### config.mk
export PLATFORM = sky130hd
export DESIGN_NAME = approx_seq_divider
export DESIGN_NICKNAME = d
export VERILOG_FILES = /design/src/rtl/approx_div_pkg.sv /design/src/rtl/approx_div_row.sv /design/src/rtl/approx_seq_divider.sv
export SDC_FILE = /design/constraint.sdc
export NUM_CORES = 1
export LEC_CHECK = 0
export CAP_MARGIN = 10
export CORE_UTILIZATION = 45
export CTS_CLUSTER_DIAMETER = 80
export CTS_CLUSTER_SIZE = 20
export DETAILED_ROUTE_END_ITERATION = 16
export PLACE_DENSITY_LB_ADDON = 0.15
export SYNTH_ARGS = -nofsm -noshare
export SYNTH_HDL_FRONTEND = slang
export SYNTH_SLANG_ARGS = --single-unit
### constraint.sdc
create_clock -name clk -period 7.8 [get_ports clk]
set_input_delay 2.34 -clock clk [delete_from_list [all_inputs] [get_ports clk]]
set_output_delay 2.34 -clock clk [all_outputs]
set_load 0.02 [all_outputs]
### src/rtl/approx_div_pkg.sv
// approx_div_pkg: shared FSM state type and subtractor cell functions for approx_seq_divider.
//   exact_sub_cell  : full subtractor, returns {diff, bout}
//   approx_sub_cell : approximate subtractor (diff = x, bout = ~x & ~bin), returns {diff, bout}
package approx_div_pkg;

    typedef enum logic [1:0] {
        S_IDLE,
        S_BUSY,
        S_DONE
    } state_t;

    function automatic logic [1:0] exact_sub_cell(input logic x, input logic y, input logic bin);
        return {x ^ y ^ bin, (~x & y) | (~(x ^ y) & bin)};
    endfunction

    function automatic logic [1:0] approx_sub_cell(input logic x, input logic bin);
        return {x, ~x & ~bin};
    endfunction

endpackage

### src/rtl/approx_div_row.sv
// approx_div_row: one combinational restoring-divider row.
//   i_p      : partial remainder (N+1 bits)
//   i_d      : divisor
//   i_approx : 1 selects approximate cells for every column
//   o_qbit   : quotient bit of this row
//   o_rem    : restored or subtracted remainder
module approx_div_row
    import approx_div_pkg::*;
#(
    parameter int N = 8
) (
    input  logic [N:0]   i_p,
    input  logic [N-1:0] i_d,
    input  logic         i_approx,
    output logic         o_qbit,
    output logic [N-1:0] o_rem
);

    logic [N:0]   w_b;
    logic [N-1:0] w_diff;

    assign w_b[0] = 1'b0;

    for (genvar g = 0; g < N; g++) begin : g_col
        assign {w_diff[g], w_b[g+1]} = i_approx ? approx_sub_cell(i_p[g], w_b[g])
                                                : exact_sub_cell(i_p[g], i_d[g], w_b[g]);
    end

    assign o_qbit = i_p[N] | ~w_b[N];
    assign o_rem  = o_qbit ? w_diff : i_p[N-1:0];

endmodule

### src/rtl/approx_seq_divider.sv
// approx_seq_divider: iterative restoring divider, one row per clock, with switchable approximate low rows.
//   i_in_valid/o_in_ready   : operand handshake (ready only in IDLE)
//   i_n (2N), i_d (N)       : dividend, divisor
//   i_approx_en             : use approximate cells in rows 0..APPROX_ROWS-1
//   o_out_valid/i_out_ready : result handshake
//   o_q, o_r                : quotient, remainder
//   o_dz, o_ovf             : divisor zero, quotient does not fit in N bits
module approx_seq_divider
    import approx_div_pkg::*;
#(
    parameter int N           = 8,
    parameter int APPROX_ROWS = 2
) (
    input  logic           clk,
    input  logic           rst,
    input  logic           i_in_valid,
    output logic           o_in_ready,
    input  logic [2*N-1:0] i_n,
    input  logic [N-1:0]   i_d,
    input  logic           i_approx_en,
    output logic           o_out_valid,
    input  logic           i_out_ready,
    output logic [N-1:0]   o_q,
    output logic [N-1:0]   o_r,
    output logic           o_dz,
    output logic           o_ovf
);

    localparam int IW = (N > 1) ? $clog2(N) : 1;

    state_t          r_state, w_state_next;
    logic [N:0]      r_p;
    logic [N-1:0]    r_d, r_nlo, r_q, r_r;
    logic [IW-1:0]   r_idx;
    logic            r_approx, r_dz, r_ovf;
    logic            w_accept, w_row_approx, w_qbit;
    logic [N-1:0]    w_rem;

    assign w_accept     = i_in_valid && (r_state == S_IDLE);
    assign w_row_approx = r_approx && (32'(r_idx) < APPROX_ROWS);

    approx_div_row #(.N(N)) u_row (
        .i_p      (r_p),
        .i_d      (r_d),
        .i_approx (w_row_approx),
        .o_qbit   (w_qbit),
        .o_rem    (w_rem)
    );

    always_comb begin
        w_state_next = r_state;
        case (r_state)
            S_IDLE:  w_state_next = i_in_valid ? S_BUSY : S_IDLE;
            S_BUSY:  w_state_next = (r_idx == '0) ? S_DONE : S_BUSY;
            S_DONE:  w_state_next = i_out_ready ? S_IDLE : S_DONE;
            default: w_state_next = S_IDLE;
        endcase
    end

    always_ff @(posedge clk) begin
        if (rst) begin
            r_state  <= S_IDLE;
            r_p      <= '0;
            r_d      <= '0;
            r_nlo    <= '0;
            r_q      <= '0;
            r_r      <= '0;
            r_idx    <= '0;
            r_approx <= 1'b0;
            r_dz     <= 1'b0;
            r_ovf    <= 1'b0;
        end else begin
            r_state <= w_state_next;
            if (w_accept) begin
                r_p      <= i_n[2*N-1:N-1];
                r_d      <= i_d;
                r_nlo    <= i_n[N-1:0];
                r_q      <= '0;
                r_idx    <= IW'(N - 1);
                r_approx <= i_approx_en;
                r_dz     <= (i_d == '0);
                r_ovf    <= (i_n[2*N-1:N] >= i_d);
            end else if (r_state == S_BUSY) begin
                r_q[r_idx] <= w_qbit;
                r_idx      <= r_idx - 1'b1;
                // On the last row the shifted-in bit is meaningless; P is not used again.
                r_p        <= {w_rem, r_nlo[r_idx - 1'b1]};
                if (r_idx == '0) r_r <= w_rem;
            end
        end
    end

    assign o_in_ready  = (r_state == S_IDLE);
    assign o_out_valid = (r_state == S_DONE);
    assign o_q         = r_q;
    assign o_r         = r_r;
    assign o_dz        = r_dz;
    assign o_ovf       = r_ovf;

endmodule

-- Yosys cells after proc, flatten, opt, wreduce, memory -nomap -nowiden
Cells that the tools add are included.
- add/sub/neg operators: 1
- equality and inequality tests: 2
- multiplexer cells: 22
- $lt $le $gt $ge: 5
- bitwise logic cells: 69
- reduce and logical (&&, ||, !) cells: 9
- operators by type and width (kind ; number):
    1-bit NOT ; 24
    1-bit AND ; 22
    2-bit two-way mux ; 10
    9-bit two-way mux ; 2
    1-bit bitwise XOR ; 15
    8-bit bitwise mux ; 1
    8-bit greater-or-equal comparator ; 1
    8-bit zero test ; 1
    3-bit by 4-bit < comparator with 1-bit output, second input constant ; 2
    8-bit two-way mux ; 1
    1-bit bitwise OR ; 8
    3-bit two-way mux ; 2
    2-bit one-hot mux with 3 select lines ; 1
    1-bit binary-select mux with 3-bit select ; 1
    1-bit demux with 3-bit select ; 1
    3-bit by 1-bit greater-or-equal comparator with 1-bit output, second input constant ; 1
    1-bit logical AND ; 3
    3-bit zero test ; 1
    3-bit by 2-bit < comparator with 1-bit output, second input constant ; 1
    1-bit two-way mux ; 3
    3-bit AND reduction ; 1
    3-bit by 1-bit subtractor with 3-bit output, second input constant ; 1
    2-bit by 1-bit equality test with 1-bit output, second input constant ; 1
    2-bit equality test, second input constant ; 1
    other kinds (3) ; 3
- word-level logic and storage cells: 118
- input bits: 29
- register bits: 49

-- Depth between registers and ports, before layout
Gate-level depths: netlist (run 1).
- depth after elaboration: 29
- mapped depth: 27
- mapped depth without buffers: 24

-- Modules after synthesis
From an unflattened synthesis (run 1), not the netlist that was laid out.
- cell total of the unflattened synthesis: 320
- area total of the unflattened synthesis: 2628.8 µm²
- modules (own cells, without submodules) (module ; cells an instance ; instances ; area each (µm²)):
    approx_seq_divider ; 265 ; 1 ; 2190.9
    approx_div_row ; 55 ; 1 ; 437.9

-- Worst setup path before layout (run 1)
OpenSTA, ideal clock, no wires.
- path type: reg-to-reg
- start: register r_idx[1]
- end: register r_r[0], in the netlist o_r[0]
- cell stages (with the launch flop): 28
- setup slack: 2.181 ns
- arrival: 5.501 ns
- cells stage by stage: dfxtp_1 -> buf_6 -> or3b_1 -> buf_2 -> clkbuf_1 -> nand2_1 -> o21ai_0 -> fa_1 -> nand2_1 -> o21ai_0 -> fa_1 -> nand2_1 -> o21ai_0 -> fa_1 -> mux2_2 -> fa_1 -> nand2_1 -> o31ai_1 -> fa_1 -> mux2_2 -> fa_1 -> nand2_1 -> nand2_1 -> fa_1 -> a21boi_4 -> buf_6 -> nand2_1 -> a32o_1
- cells in the longest elaborated chain, start to end: 27
- elaborated cells on any way between the ends: 43
- ends and longest elaborated chain (item ; RTL line ; source):
    from (decl) ; approx_seq_divider.sv:34 ; logic [IW-1:0] r_idx;
    from (signal assigned) ; approx_seq_divider.sv:79 ; r_idx <= IW'(N - 1);
    from (signal assigned) ; approx_seq_divider.sv:85 ; r_idx <= r_idx - 1'b1;
    3-bit by 2-bit < comparator with 1-bit output ; approx_seq_divider.sv:40 ; assign w_row_approx = r_approx && (32'(r_idx) < APPROX_ROWS);
    1-bit logical AND ; approx_seq_divider.sv:40 ;
    2-bit two-way mux ; approx_div_row.sv:25 ; assign {w_diff[g], w_b[g+1]} = i_approx ? approx_sub_cell(i_p[g], w_b[g])
    1-bit AND or 1-bit NOT (tied branches) ; approx_div_pkg.sv:13, approx_div_pkg.sv:17 ;
    1-bit bitwise OR or 1-bit AND (tied branches) ; approx_div_pkg.sv:13, approx_div_pkg.sv:17 ;
    2-bit two-way mux ; approx_div_row.sv:25 ;
    1-bit AND or 1-bit NOT (tied branches) ; approx_div_pkg.sv:13, approx_div_pkg.sv:17 ;
    1-bit bitwise OR or 1-bit AND (tied branches) ; approx_div_pkg.sv:13, approx_div_pkg.sv:17 ;
    [11 not listed] ; - ;
    1-bit bitwise OR or 1-bit AND (tied branches) ; approx_div_pkg.sv:13, approx_div_pkg.sv:17 ;
    2-bit two-way mux ; approx_div_row.sv:25 ;
    1-bit AND or 1-bit NOT (tied branches) ; approx_div_pkg.sv:13, approx_div_pkg.sv:17 ;
    1-bit bitwise OR or 1-bit AND (tied branches) ; approx_div_pkg.sv:13, approx_div_pkg.sv:17 ;
    2-bit two-way mux ; approx_div_row.sv:25 ;
    1-bit NOT ; approx_div_row.sv:29 ; assign o_qbit = i_p[N] | ~w_b[N];
    1-bit bitwise OR ; approx_div_row.sv:29 ;
    8-bit two-way mux ; approx_div_row.sv:30 ; assign o_rem = o_qbit ? w_diff : i_p[N-1:0];
    to (signal assigned) ; approx_seq_divider.sv:88 ; if (r_idx == '0) r_r <= w_rem;
    to (decl) ; approx_seq_divider.sv:33 ; logic [N-1:0] r_d, r_nlo, r_q, r_r;
Parallel ways exist; a longest one is shown, timed or not.
A chain may end at the register's enable or synchronous reset.

-- Final worst setup path (run 1)
- start: register r_idx[2]
- end: register r_r[1], in the netlist o_r[1]
Same word-level chain as after synthesis.

==> key figures, run 1 <==
Outcome
  • Status: complete, no violations

Yosys
  • Synth async-reset ratio: 0%
  • Syn_area_per_cell: between 8 and 9 sq um
  • Syn_nets: ~330
  • Register area share after synthesis: 38.7%
  • Cell Area, Synth: roughly 2500 sq um
  • Synth cell types: 40
  • Top cells by count, synth: 51 x nand2_1, 49 x dfxtp_1, 30 x a21oi_1
  • Mapped Cells: between 200 and 300
  • YS warnings: 0
  • Yosys top cell area share: 38.7%
  • Synth area leaders: dfxtp_1 39%, nand2_1 7.6%, a21oi_1 5.9%, fa_1 5.5%, ha_1 5.4%
  • EDFF count, synth: 0
  • Primary FF master, synth: dfxtp_1
  • Top-count cell post-synth: nand2_1
  • Dominant cell type by area after synthesis: dfxtp_1
  • Synth Register Bits: just under 50

Setup path
  • Crit Path Max Fanout: 14
  • Worst setup SP type: flip-flop
  • Crit. End Element: flip-flop
  • CP required: 8050 ps
  • Critical path class: reg -> reg
  • Worst EP arrival: about 6300 ps

Cells and area
  • Area grow syn2layout: 24.5%
  • Antenna fix cells: 0
  • Final nets: roughly 370
  • Layout cell share with drive strength beyond 1: around 5.8%

Drt
  • Routed wire length: approximately 5.9 mm
  • Vias per cell: around 5.6
  • Antenna Nets Post-Route: 0
  • Routed len/inst: 14.7 um
  • Router iterations before antenna repair: 4
  • Via count: between 2000 and 2500
  • Drt drc: 0
  • Initial DRC count: about 180

Timing
  • WHS: between 400 and 500 ps
  • Worst Tran Pin Value: slightly above 800 ps
  • FMAX: between 150 and 200 MHz
  • Hold Violations, Final: 0
  • Max-slew violation count: 0
  • Unrepaired setup endpoints after global routing: no
  • Final Skew: 4.89 ps
  • Final setup vio count: 0
  • Period utilization: around 78%
  • Setup TNS Final: 0 ps
  • Slew margin rel.: between 40% and 50%
  • Crit path time final: around 6000 ps

CTS
  • Setup repair bufs after CTS: 0
  • Clk sinks: 49
  • H-tree Lvls: 2
  • # resized after CTS: 0
  • CTS tree: built
  • Clock transition at path regs: about 90 ps
  • Hold buffers post-CTS: 0
  • Clock root buffer: clkbuf_8
  • Worst-skew pair later-pin latency: roughly 300 ps
  • CTS Buf Count: 5
  • CTS max path bufs: 2

Floorplanning
  • # IOs: slightly below 50
  • Initial Util: between 40 and 50%
  • Core area: roughly 5300 sq um
  • Std cell rows: 26
  • Die Ht: between 70 and 80 um
  • Area of the die: about 5900 sq um
  • Horiz. Die Dim: between 70 and 80 um

Global route
  • Largest net degree at the start of global routing: 34
  • Vias in the first global route: 2006
  • First-pass GRT wire length: 9.90 mm
  • Grt ovf: 0
  • Antenna violations before repair: 0
  • GR Util All Layers: between 20% and 30%

Pwr
  • Internal power: around 0.00048 W
  • P_leak: between 1 and 1.5 nW
  • Net Sw Power: roughly 0.00024 W
  • Worst vdd ir: between 0.0001 and 0.00015 V
  • Clock power share: a little over a quarter
  • Flop pwr share: between 40% and 50%
  • Comb power frac: 32.3%
  • Power per cell area: 230 nW/um^2
  • Switch share: 33.4%

Place
  • Detailed Place HPWL: about 4.3 mm
  • Gpl congestion: roughly 0.81
  • I/O Buffers: between 40 and 50

Min path
  • Hold WC Path Type: reg -> reg

Run
  • Max-cap viol count: 0
## cells in the final DEF (no fill, tap or decap), types with 2 or more instances in the layout
cell	n
a2111oi_0	3
a211oi_1	6
a21oi_1	30
a22o_1	7
a22oi_1	4
a311oi_1	4
a31oi_1	5
a32o_1	8
buf_4	2
clkbuf_8	6
clkdlybuf4s50_1	48
dfxtp_1	49
fa_1	7
ha_1	11
inv_1	22
mux2_2	2
mux2i_1	6
mux4_2	2
nand2_1	51
nand2b_1	4
nor2_1	11
nor2b_1	4
nor4_1	4
o21ai_0	6
o2bb2ai_1	4
or2_1	2
or2_2	4
## routing by layer
| layer | up-vias | part of all wire [%] | GRT usage [%] | routed length (um) |
|---|---|---|---|---|
| met5 | - | 0 | 0 | 0 |
| li1 | 1099 | - | - | - |
| met2 | 78 | 42 | 30.4 | 2440 |
| met4 | 0 | 1.3 | 6.60 | 74 |
| met1 | 1019 | 50 | 30.8 | 2940 |
| met3 | 8 | 6.9 | 4.40 | 403 |
## sequential cells by signal (all words and copies together) (netlist names)
register / count
r_d: 8
r_state: 2
o_ovf: 1
r_approx: 1
r_nlo: 8
o_dz: 1
o_q: 8
r_idx: 3
r_p: 9
o_r: 8
## metrics by stage
step           cell area (sq um)  util [%]  power (W)  setup WS (ps)  cells
3_3_place_gp                3040      57.6   0.000533           1950    389
6_report                    3150      59.8   0.000724           1750    397
3_5_place_dp                3040      57.6   0.000535           1810    389
5_1_grt                     3150      59.8   0.000768           1380    397
4_1_cts                     3150      59.8   0.000726           1780    397
2_1_floorplan               2530         -   0.000471           2180    286
## logic make-up (layout without fill, tap and decap cells)
| logic type | after synthesis | count (layout) | synth area share, % |
|---|---|---|---|
| and+or+nand+nor | 85 | 85 | 14.9 |
| AOI/OAI and AO/OA | 84 | 84 | 23.4 |
| DFF | 49 | 49 | 38.7 |
| buffers and inverters | 39 | 80 | 6.57 |
| adders and majority gates | 18 | 18 | 11.0 |
| muxes | 10 | 10 | 5.04 |
| xor gates and xnor gates | 1 | 1 | 0.346 |
## power by group through the flow
stage,Sequential (W),Combinational [W],Clock [W]
after global placement,0.000303,0.000230,0
after floorplan,0.000299,0.000171,0
after global routing,0.000302,0.000260,0.000206
after CTS,0.000298,0.000233,0.000195
final,0.000298,0.000234,0.000192
after detailed placement,0.000304,0.000231,0
## critical path, cell delays in order (launching register included)
cell and delay, ps:
dfxtp_1 420, or3b_1 590, nand2_1 140, o21ai_0 110
fa_1 380, nand2_1 70, o21ai_0 110, fa_1 380
nand2_1 60, o21ai_0 100, fa_1 370, mux2_2 280
fa_1 360, nand2_1 70, o31ai_1 90, fa_1 370
mux2_2 280, fa_1 360, nand2_1 70, nand2_1 80
fa_1 440, a21boi_4 360, mux2i_1 350, a22o_1 160
## layout make-up
type                       instances  area (sq um)
fill                             489          2120
multi-input combinational        198          1390
sequential                        49           981
timing repair buffer              50           495
tap                               70          87.6
clock buffer                       7          86.3
inverter                          22          82.6
clock inverter                     1          30.0
## worst paths after layout
path | from | to | slack [ps] | depth (start not counted)
max | r_idx[2]$_SDFFE_PP0P_ | o_r[1]$_SDFFE_PP0P_ | 1750 | 23
min | r_nlo[4]$_SDFFE_PP0P_ | r_nlo[4]$_SDFFE_PP0P_ | 460 | 2
max reg2reg | r_idx[2]$_SDFFE_PP0P_ | o_r[1]$_SDFFE_PP0P_ | 1750 | 23
min reg2reg | r_nlo[4]$_SDFFE_PP0P_ | r_nlo[4]$_SDFFE_PP0P_ | 460 | 2
Note: power is estimated with default switching activity, not from simulation.
==> run 2: changes to the inputs <==
==> constraint.sdc (replaced) <==
create_clock -name clk -period 4.93 [get_ports clk]
set_input_delay 1.479 -clock clk [delete_from_list [all_inputs] [get_ports clk]]
set_output_delay 1.479 -clock clk [all_outputs]
set_load 0.02 [all_outputs]
==> run 2 against run 1 <==
  * The run now ends with negative setup slack left
  * Setup slack worse by 1900 ps
  * Worst hold slack better by 3.6 ps
  * Sequential share of layout area shrank 2.0 points
  * Via count increased by 2.5%
  * Sequential cell count unchanged
  * Routed wire length increased by 5.2%
  * Die area is the same
  * Register-to-register slack got worse by 1900 ps
  * Design area rose by 7.1%
  * Combinational power is 110% higher
  * Largest cell class unchanged
  * Largest power group is now combinational cells
==> key figures, run 2 (synthesis results as in run 1) <==
Outcome
  • Status: finished, violations left
  • Failing checks: negative setup slack

Place
  • I/O Buffers: 48 (unchanged)
  • Detailed Place HPWL: 4.44 mm (+4.0%)
  • Cells after DPL: 394 (+1.3%)
  • Gpl congestion: 0.875 (+7.6%)

Timing
  • Final setup margin: -127 ps (-1880 ps)
  • Slew margin rel.: 42.9% (-3.0 points)
  • Crit path time final: 5060 ps (-992 ps)
  • Period utilization: 103% (+25 points)
  • Hold Violations, Final: 0 (unchanged)
  • Max-slew violation count: 0 (unchanged)
  • WHS: 462 ps (+3.58 ps)
  • Unrepaired setup endpoints after global routing: yes
  • Final setup vio count: 17 (+17)
  • Final Skew: 9.96 ps (+5.07 ps)
  • Worst Tran Pin Value: 855 ps (+45.2 ps)
  • FMAX: 198 MHz (+20%)

Drt
  • Via count: 2258 (+2.5%)
  • Routed len/inst: 15.3 um (+3.9%)
  • Routed wire length: 6.15 mm (+5.2%)
  • Vias per cell: 5.62 (+1.2%)
  • Initial DRC count: 200 (+9.3%)
  • Drt drc: 0 (unchanged)
  • Antenna Nets Post-Route: 0 (unchanged)
  • Router iterations before antenna repair: 4 (unchanged)

Global route
  • First-pass GRT wire length: 10.4 mm (+5.2%)
  • GR Util All Layers: 22.1% (+1.1 points)
  • Vias in the first global route: 2125 (+5.9%)
  • Largest net degree at the start of global routing: 32 (-5.9%)
  • Antenna violations before repair: 0 (unchanged)
  • Grt ovf: 0 (unchanged)

Setup path
  • Stages on worst setup path: 24 (+4.3%)
  • Crit Path Max Fanout: 12 (-2)
  • Largest delay share family, worst path: adder cells
  • Cell Chain, Critical Path: or3b_1 > nand2_1 > o21ai_2 > fa_2 > nand2_2 > o21ai_2 > fa_2 > nand2_2 > o21ai_2 > fa_2 > mux2_4 > fa_2 > nand2_2 > o31ai_2 > fa_2 > mux2_4 > fa_2 > nand2_2 > nand2_2 > fa_2 > a21boi_4 > buf_12 > mux2i_4 > o2bb2ai_1
  • Crit path max-delay cell type: fa_2
  • Crit path buf inv count: 1 (+1)
  • Critical path class: reg -> reg
  • CP max stage delay: 390 ps (-200 ps)
  • Worst EP arrival: 5290 ps (-1010 ps)
  • Worst R2R Path Depth: 24 (+4.3%)
  • Most common cell on crit path: fa_2
  • Crit. End Element: flip-flop
  • CP required: 5160 ps (-2890 ps)
  • Worst setup SP type: flip-flop

CTS
  • CTS Buf Count: 5 (unchanged)
  • Clock root buffer: clkbuf_8
  • H-tree Lvls: 2 (unchanged)
  • CTS max path bufs: 2 (unchanged)
  • Clock transition at path regs: 90 ps (about the same)
  • Clk sinks: 49 (unchanged)
  • Worst-skew pair later-pin latency: 310 ps (about the same)
  • CTS tree: built

Min path
  • Hold depth: 2 (unchanged)
  • Hold WC Path Type: reg -> reg

Cells and area
  • Layout cell share with drive strength beyond 1: 16.9% (+11 points)
  • Fin cells: 402 (+1.3%)
  • Util after Layout: 64.1% (+4.2 points)
  • Antenna fix cells: 0 (unchanged)
  • Fill cells: 475 (-2.9%)
  • Multi-input logic area: 1540 sq um (+11%)
  • Reg with most FFs: r_p
  • Max reg flops: 9 (unchanged)
  • Commonest non-fill, non-tap cell in the layout: clkdlybuf4s50_1
  • Final nets: 378 (+1.3%)
  • Most frequent cells in the layout: 48 x clkdlybuf4s50_1, 47 x dfxtp_1, 42 x nand2_1
  • Register area: 983 sq um (+0.26%)
  • Area grow syn2layout: 33.3%

Floorplanning
  • Area of the die: 5930 sq um (unchanged)
  • Initial Util: 48.1% (unchanged)
  • Core area: 5270 sq um (unchanged)
  • # IOs: 49 (unchanged)
  • Die Ht: 77.0 um (unchanged)
  • Std cell rows: 26 (unchanged)
  • Horiz. Die Dim: 77.0 um (unchanged)

Pwr
  • P_leak: 1.26 nW (+3.7%)
  • Worst vdd ir: 0.000183 V (+67%)
  • Power per cell area: 389 nW/um^2 (+69%)
  • Design Power: 0.00131 W (+81%)

Run
  • Max-cap viol count: 0 (unchanged)
-- run 2: metal layers --
layer	vias to the layer above	GRT usage, %	wire length (um)
met4	0	6.42	59
met3	6	3.93	318
li1	1102	-	-
met1	1066	32.1	3060
met2	84	33.4	2720
met5	-	0	0
-- run 2: worst reg2reg max path, delay by kind of cell, from the launching register on --
family | cells | cell delay [ps]
buffers and inverters | 1 | 160
AND/OR/NAND/NOR | 7 | 800
flip-flops | 1 | 330
AO/OA/AOI/OAI | 6 | 530
adder cells (fa/ha/maj) | 7 | 2380
multiplexers | 3 | 780
-- run 2: path summary, 6_finish.rpt --
kind	startpoint	to	slack (ps)
hold reg to reg	r_nlo[1]$_SDFFE_PP0P_	r_nlo[1]$_SDFFE_PP0P_	460
setup reg to reg	r_idx[2]$_SDFFE_PP0P_	r_p[8]$_SDFFE_PP0P_	-130
hold / removal	r_nlo[1]$_SDFFE_PP0P_	r_nlo[1]$_SDFFE_PP0P_	460
setup / recovery	r_idx[2]$_SDFFE_PP0P_	r_p[8]$_SDFFE_PP0P_	-130
-- run 2: through the flow --
| step | setup TNS, ps | setup WS (ps) | instance area, sq um |
|---|---|---|---|
| 2_1_floorplan | -5150 | -277 | 2590 |
| 3_5_place_dp | -1630 | -143 | 3130 |
| 4_1_cts | -1590 | -112 | 3300 |
| 3_3_place_gp | -370 | -52.0 | 3130 |
| 5_1_grt | -5670 | -333 | 3380 |
| 6_report | -1700 | -127 | 3380 |
-- run 2: area by class of cell --
type | instances | area share (%)
clock buffers | 5 | 2.04
inverters | 22 | 2.45
repair buffers | 55 | 16.2
multi-input cells | 198 | 45.6
clock inverters | 3 | 2.04
well taps | 70 | 2.59
flip-flops and latches | 49 | 29.1
-- run 2: report_power, final --
part | internal, W | switching, W | leakage (nW) | total (W)
registers | 0.000434 | 0.0000348 | 0.402 | 0.000469
logic | 0.000236 | 0.000257 | 0.789 | 0.000493
clock network | 0.000204 | 0.000145 | 0.0687 | 0.000350
total | 0.000875 | 0.000437 | 1.26 | 0.00131
-- run 2: what timing repair did --
item                                    4_1_cts  5_1_grt
hold buffers                                  0        0
gates resized for setup                       6       17
buffers inserted                              0        0
endpoints found under the setup margin       23       24
pin swaps                                     1        3
==> RTL edit: new RTL, flow settings as in run 2 <==
`N` is set to 8 in 2 places; all go to 4.
--- a/src/rtl/approx_div_row.sv
+++ b/src/rtl/approx_div_row.sv
@@ -8,5 +8,5 @@
     import approx_div_pkg::*;
 #(
-    parameter int N = 8
+    parameter int N = 4
 ) (
     input  logic [N:0]   i_p,
--- a/src/rtl/approx_seq_divider.sv
+++ b/src/rtl/approx_seq_divider.sv
@@ -9,5 +9,5 @@
     import approx_div_pkg::*;
 #(
-    parameter int N           = 8,
+    parameter int N           = 4,
     parameter int APPROX_ROWS = 2
 ) (
Interface: changed (resized i_d, i_n, o_q and o_r); port bits go from 49 to 29. No check against the original RTL was run, so the function may have changed too.
==> RTL edit against run 2 <==
- wire length decreased by 45%
- sequential share of layout area increased by 1.8 points
- fmax increased by 50%
- final cell count decreased by 39%
- synthesized cell count decreased by 38%
- final area decreased by 46%
- via count decreased by 40%
- sequential cell count decreased by 21
- die area decreased by 41%
- synthesized area decreased by 42%
- utilization decreased by 5.1 points
- setup slack improved by 1.7 ns
- total power decreased by 54%
- largest cell class unchanged
- highest routed layer unchanged
==> RTL edit: results <==
export IMPL_design_seq_count=28
export IMPL_cp_top_family="simple AND/OR/NAND/NOR gates"
export IMPL_insertion_delay_ns=0.34
export IMPL_ir_drop_mv=0.157
export IMPL_ctsResizeCount=0
export IMPL_seq_share=0.309
export IMPL_timing_rr_start="r_idx[1]"
export IMPL_inverters=10
export IMPL_worst_path_max_delay_cell="dfxtp_1"
export IMPL_synthMuxAreaShare=0.0154
export IMPL_synthXorXnorAreaFrac=0
export IMPL_layout_drive_gt1_share=0.0396
export IMPL_nMultiInputCombCells=132
export IMPL_fill_cells=281
export IMPL_drtIter0Drc=64
export IMPL_outcome="completed"
export IMPL_yosys_top_cells_area="dfxtp_1 38%, nand2_1 9.0%, ha_1 7.7%"
export IMPL_placedCellCount=242
export IMPL_cpPeakStageDelay_ns=0.50
export IMPL_ff2ff_path_depth=13
export IMPL_synthTopCellsByCount="35 x nand2_1, 28 x dfxtp_1, 20 x a21oi_1"
export IMPL_buf_share=0.154
export IMPL_grtUsageTotal=0.220
export IMPL_synth_adder_area_share=0.118
export IMPL_htree_levels=1
export IMPL_crit_path_end="r_p[3]"
-- RTL edit: worst min path at each step --
| stage | start | to | slack, ns | depth (start not counted) |
|---|---|---|---|---|
| 6_report | o_q[0] | o_q[0] | 0.46 | 2 |
| 5_1_grt | o_dz | o_dz | 0.49 | 2 |
| 4_1_cts | o_q[0] | o_q[0] | 0.47 | 2 |
| 3_5_place_dp | o_q[0] | o_q[0] | 0.45 | 2 |
| 3_3_place_gp | r_nlo[3] | r_nlo[3] | 0.44 | 2 |
| 2_1_floorplan | r_nlo[1] | r_nlo[1] | 0.43 | 2 |
-- RTL edit: routing by layer --
metal	GRT usage	up-vias	part of all wire
li1	-	666	-
met1	0.272	641	0.44
met2	0.386	34	0.51
met3	0.0306	4	0.039
met4	0.0850	0	0.0094
met5	0	-	0
-- RTL edit: power breakdown --
group	switching, mW	internal (mW)	total, mW
clock	0.0716	0.0823	0.154
combinational	0.101	0.0787	0.180
sequential	0.0211	0.247	0.268
